`src/rtl/ariane_pkg.sv`:
```
// Shared front-end types: the fetch_entry record handed from fetch to decode
// and the default instruction-queue depth used at the top level.
package ariane_pkg;

   localparam int unsigned FETCH_FIFO_DEPTH = 4;
   localparam int unsigned VLEN             = 64;

   typedef enum logic [2:0] {
      NO_CF  = 3'd0,
      BRANCH = 3'd1,
      JUMP   = 3'd2,
      JUMPR  = 3'd3,
      RETURN = 3'd4
   } cf_t;

   typedef struct packed {
      cf_t             cf;
      logic [VLEN-1:0] predict_address;
   } branchpredict_sbe_t;

   typedef struct packed {
      logic [VLEN-1:0]    address;
      logic [31:0]        instruction;
      branchpredict_sbe_t branch_predict;
      logic               is_compressed;
      logic               is_illegal;
   } fetch_entry;

endpackage

```
`src/rtl/fetch_fifo.sv`:
```
// Instruction queue between fetch and decode: DEPTH-slot circular buffer of
// fetch_entry records. Define FETCH_FIFO_BYPASS_EN for a zero-latency empty-queue bypass.
module fetch_fifo
   import ariane_pkg::*;
#(
   parameter int unsigned DEPTH = FETCH_FIFO_DEPTH
) (
   input  logic                      clk_i,
   input  logic                      rst_i,
   input  logic                      flush_i,
   input  logic                      in_valid_i,
   input  fetch_entry                in_entry_i,
   output logic                      in_ready_o,
   output logic                      out_valid_o,
   output fetch_entry                out_entry_o,
   input  logic                      out_ready_i,
   output logic [$clog2(DEPTH):0]    count_o
);

   localparam int unsigned PTR_W = $clog2(DEPTH);
   localparam int unsigned CNT_W = PTR_W + 1;
   localparam logic [CNT_W-1:0] FULL_CNT = CNT_W'(DEPTH);

   fetch_entry         mem [DEPTH];
   logic [PTR_W-1:0]   rd_ptr_q;
   logic [PTR_W-1:0]   wr_ptr_q;
   logic [CNT_W-1:0]   count_q;

   logic               not_empty;
   logic               bypass;
   logic               push;
   logic               pop;

   assign not_empty  = (count_q != '0);
   assign in_ready_o = (count_q != FULL_CNT);
   assign count_o    = count_q;

   always_comb begin
      bypass      = 1'b0;
      out_valid_o = not_empty;
      out_entry_o = not_empty ? mem[rd_ptr_q] : '0;
`ifdef FETCH_FIFO_BYPASS_EN
      if (!not_empty && in_valid_i && !flush_i) begin
         bypass      = 1'b1;
         out_valid_o = 1'b1;
         out_entry_o = in_entry_i;
      end
`endif
   end

   // A bypassed entry consumed in the same cycle never lands in storage.
   assign push = in_valid_i && in_ready_o && !(bypass && out_ready_i);
   assign pop  = not_empty && out_ready_i;

   always_ff @(posedge clk_i) begin
      if (rst_i || flush_i) begin
         count_q  <= '0;
         rd_ptr_q <= '0;
         wr_ptr_q <= '0;
      end else begin
         if (push) wr_ptr_q <= wr_ptr_q + 1'b1;
         if (pop)  rd_ptr_q <= rd_ptr_q + 1'b1;
         case ({push, pop})
            2'b10:   count_q <= count_q + 1'b1;
            2'b01:   count_q <= count_q - 1'b1;
            default: count_q <= count_q;
         endcase
      end
   end

   // Storage carries no reset; occupancy is tracked solely by the counter.
   always_ff @(posedge clk_i) begin
      if (push && !rst_i && !flush_i) mem[wr_ptr_q] <= in_entry_i;
   end

endmodule

```
`config.mk`:
```
export PLATFORM = sky130hd
export DESIGN_NAME = fetch_fifo
export DESIGN_NICKNAME = d
export VERILOG_FILES = /design/src/rtl/ariane_pkg.sv /design/src/rtl/fetch_fifo.sv
export SDC_FILE = /design/constraint.sdc
export NUM_CORES = 1
export LEC_CHECK = 0
export BUFFER_PORTS_ARGS = -buffer_cell sky130_fd_sc_hd__buf_2
export CORE_UTILIZATION = 45
export DETAILED_ROUTE_END_ITERATION = 7
export PLACE_DENSITY = 0.68
export REMOVE_ABC_BUFFERS = 1
export SETUP_SLACK_MARGIN = 0.15
export SYNTH_ARGS = -nofsm -noshare
export SYNTH_HDL_FRONTEND = slang
export SYNTH_SLANG_ARGS = --single-unit
```
`constraint.sdc`:
```
create_clock -name clk_i -period 10.4 [get_ports clk_i]
set_clock_uncertainty 0.1 [all_clocks]
set_input_delay 2.08 -clock clk_i [delete_from_list [all_inputs] [get_ports clk_i]]
set_output_delay 2.08 -clock clk_i [all_outputs]
set_load 0.005 [all_outputs]
```
# ---- Word-level counts from Yosys, hierarchy flattened
# Memories as Yosys holds them, arrays and structs flattened. A register that Yosys moved wholly into a read port is not among the register bits.
# Cells that the tools add are included.
dict set report classes {
  addsub 4
  n_eq_ne 3
  reduce_logical 9
  n_mux 6
}
# op n
set ops {}
lappend ops {{165-bit 2-to-1 mux} 1}
lappend ops {{3-bit case mux with 2 select lines} 1}
lappend ops {{2-bit by 1-bit adder with 2-bit output (second input constant)} 2}
lappend ops {{1-bit logical AND} 4}
lappend ops {{2-bit 2-to-1 mux} 2}
lappend ops {{3-bit by 1-bit adder with 3-bit output (second input constant)} 1}
lappend ops {{3-bit inequality test (second input constant)} 1}
lappend ops {{3-bit nonzero test} 1}
lappend ops {{3-bit by 1-bit subtractor with 3-bit output (second input constant)} 1}
lappend ops {{2-bit by 1-bit == test with 1-bit output (second input constant)} 1}
lappend ops {{2-bit == test (second input constant)} 1}
lappend ops {{1-bit zero test} 2}
lappend ops {{1-bit 2-to-1 mux} 2}
lappend ops {{2-bit nonzero test} 1}
lappend ops {{1-bit logical OR} 1}
dict set report totals {
  output_inout_bits 170
  input_bits 170
  n_memories 1
  reg_bits 7
  word_cells 26
  mem_bits_rw 660
}
# memory words width rd rd_ports_with_merged_regs wr line_no
set memory_table {}
lappend memory_table {mem 4 165 1 1 1 fetch_fifo.sv:24} ;# fetch_entry mem [DEPTH];

# ---- Longest topological paths before layout
dict set report logic_depth {
  depth_word 6
  depth_mapped 10
  depth_no_buf 9
}

# ---- Worst setup path before layout
# OpenSTA, ideal clock, no wires.
dict set report synth_path {
  path_kind {input-to-reg}
  startpoint {in rst_i}
  endpoint {mem mem[0][0] (netlist name) (enable)}
  path_slack_ps 3563
  required_time_ps 9754
  path_stages 2
  setup_ps 546
  t_arrival_ps 6191
  path_buffers 0
  cell_sequence {nor2_1 and3_1}
}
dict set report synth_via {
  elab_chain_len 5
}
# element line_no
set synth_lines {}
lappend synth_lines {{from (decl)} fetch_fifo.sv:9} ;# input logic rst_i,
lappend synth_lines {{1-bit zero test} fetch_fifo.sv:73} ;# if (push && !rst_i && !flush_i) mem[wr_ptr_q] <= in_entry_i;
lappend synth_lines {{1-bit logical AND (2 in series)} fetch_fifo.sv:73}
lappend synth_lines {{1-bit 2-to-1 mux} fetch_fifo.sv:73}
lappend synth_lines {{1-bit 2-to-1 mux (not written as such)} fetch_fifo.sv:73}
lappend synth_lines {{to (decl)} fetch_fifo.sv:24}
# Every way passes these cells.

==> results.py <==
metrics = {
    "cells_and_area": {
        "nets": 1642,
        "final_util": 0.542,
        "syn_to_final_growth_pct": 18.0,
        "layout-drive-gt1-share": 0.412,
    },
    "cts": {
        "worstSkewPairLatency_ns": 0.59,
        "cts.clk_slew.worst_paths_ns": 0.06,
        "cts_tree": "done",
        "holdBufCountCts": 0,
        "cts_inserted_buffers": 70,
        "cts-resized-gates": 0,
        "cts_max_path_buffers": 3,
        "root_buffer": "clkbuf_16",
        "post_cts_buffers": 0,
        "clock_sink_count": 669,
        "htree_num_levels": 3,
    },
    "synthesis": {
        "ys_async_sr_fraction": 0,
        "netlist.area_leader.share": 0.776,
        "yosysWarningCount": 0,
        "synth.most_common_cell": "edfxtp_1",
        "ys_seq_area_frac": 0.783,
        "ys.flop_type": "edfxtp_1",
        "synth_cells": 1099,
        "synthTopCellsByCount": "660 x edfxtp_1, 165 x and2_1, 165 x mux4_2",
        "yosysTopAreaCell": "edfxtp_1",
        "synth_area_leaders": "edfxtp_1 78%, mux4_2 15%, and2_1 4.0%",
        "avgSynthCellArea_sq_um": 23.2,
        "synth_edf_count": 660,
        "synth_area_sq_um": 25500,
        "ys_seq_elements": 669,
        "synthDistinctLibCells": 29,
    },
    "routing": {
        "drc": 0,
        "vias": 11866,
        "ant_nets": 0,
        "drt_iter0_markers": 772,
        "vias_per_cell": 5.22,
        "drt_wl_total_um": 49600,
        "drt_first_pass_iters": 4,
        "avgRoutedWirePerCell_um": 21.8,
    },
    "setup_path": {
        "crit_type": "reg -> out",
        "rr_worst_depth": 4,
        "end_kind": "output port",
        "arrival_ns": 3.23,
        "required_ns": 8.22,
        "critical_path.startpoint_type": "flop",
        "worst-path-max-fanout": 86,
    },
    "status": {
        "status": "complete, no violations",
    },
    "floorplanning": {
        "fp.dieW_um": 240,
        "die_area_sq_um": 57700,
        "num_io_pins": 340,
        "die_h_um": 240,
        "core_area_sq_um": 55600,
        "initial_core_util": 0.459,
        "row_count": 86,
    },
    "sta": {
        "finalHoldViolations": 0,
        "setup_slack_ns": 4.99,
        "min_period_over_period": 0.520,
        "tns_ns": 0,
        "fmax_mhz": 185,
        "maxSlewHeadroom": 0.332,
        "setup_viol": 0,
        "hold_ws_ns": 0.436,
        "worst_slew_pin_slew_ns": 1.00,
        "rsz0062_at_grt": "no",
        "finalCriticalPeriod_ns": 5.41,
        "drv_slew": 0,
    },
    "run": {
        "max_cap_viol_count": 0,
    },
    "min_path": {
        "hp-class": "reg -> reg",
        "whs_path_depth": 2,
    },
    "pwr": {
        "peakVddDrop_uv": 140,
        "cellLeakagePower_nw": 10.2,
        "power.total_w": 0.00570,
        "powerDensity_nw_per_um2": 189,
    },
    "placement": {
        "gp_congestion": 0.747,
        "place_ws_ns": 5.55,
        "place_hpwl_um": 28000,
        "port-buffer-count": 339,
    },
    "global_route": {
        "antenna_found_initial": 17,
        "grt_max_degree": 95,
        "grt.total_usage": 0.174,
        "grt_pass1_vias": 12620,
        "grt_pass1_wl_um": 74500,
        "gr-total-overflow": 0,
    },
}
[layout make-up]
type | instances | area [sq um]
flip-flops and latches | 669 | 20000
diodes | 4 | 10.0
clock inverters | 32 | 307
multi-input cells | 366 | 5040
well taps | 748 | 936
inverters | 7 | 26.3
repair buffers | 352 | 1810
clock buffers | 94 | 2000
fillers | 4323 | 25500
[flip-flops by register name, summed over array words and instances, names as in the netlist, named ones only]
register  count
rd_ptr_q      2
count_o       3
mem         660
wr_ptr_q      2
[path summary, 6_finish.rpt]
kind                    start         endpoint  slack [ns]
hold / removal    wr_ptr_q[0]      wr_ptr_q[0]        0.44
setup / recovery   count_o[0]  out_entry_o[70]        4.99
hold reg to reg   wr_ptr_q[0]      wr_ptr_q[0]        0.44
setup reg to reg   count_o[0]       mem[1][97]        7.11
[per-stage QoR]
step	std cells	instance area [sq um]
6_report	2272	30100
5_1_grt	2269	30100
4_1_cts	2268	30100
3_5_place_dp	2142	27800
3_3_place_gp	2142	27800
2_1_floorplan	1042	25000
[kinds of logic (layout without fill, tap and decap cells)]
group,count (synthesis),count (layout),synth area share
and+or+nand+nor,184,184,0.0443
muxes,166,166,0.146
adders and majority gates,6,6,0.00323
buffers and inverters,64,485,0.0203
other,0,4,0
DFF,669,669,0.783
AOI/OAI and AO/OA,6,6,0.00171
xor gates and xnor gates,4,4,0.00137
[per-layer routing]
| layer | GRT usage | part of all wire |
|---|---|---|
| met3 | 0.0552 | 0.072 |
| met2 | 0.286 | 0.51 |
| met5 | 0 | 0.0037 |
| met1 | 0.220 | 0.40 |
| met4 | 0.0546 | 0.018 |
[placed cells by master, fill, tap and decap left out, drive strengths merged]
cell type	synthesis	routed
and2	166	166
nand4	1	1
or2	1	1
buf	34	352
inv	7	11
fa	1	1
o21ai	1	1
dfxtp	9	9
or3	2	2
nand2	2	2
and3	4	4
clkbuf	23	94
ha	5	5
a21oi	2	2
nor2	7	7
mux4	165	165
bufinv	0	5
or3b	1	1
o311ai	1	1
diode	0	4
o31ai	2	2
xor2	4	4
mux2i	1	1
edfxtp	660	660
clkinv	0	19
clkinvlp	0	4
[report_power, final]
part | internal [W] | switching (W) | leakage [nW]
Clock | 0.00148 | 0.000991 | 1.12
Sequential | 0.00299 | 0.00000824 | 6.04
Combinational | 0.000105 | 0.000125 | 3.08
Total | 0.00458 | 0.00112 | 10.2
[critical path: stages (launching register included)]
cell,delay [ns]
dfxtp_1,0.48
or3_4,0.72
buf_4,0.78
and2_1,0.30
buf_2,0.14
Power figures use the tool's default switching activity.
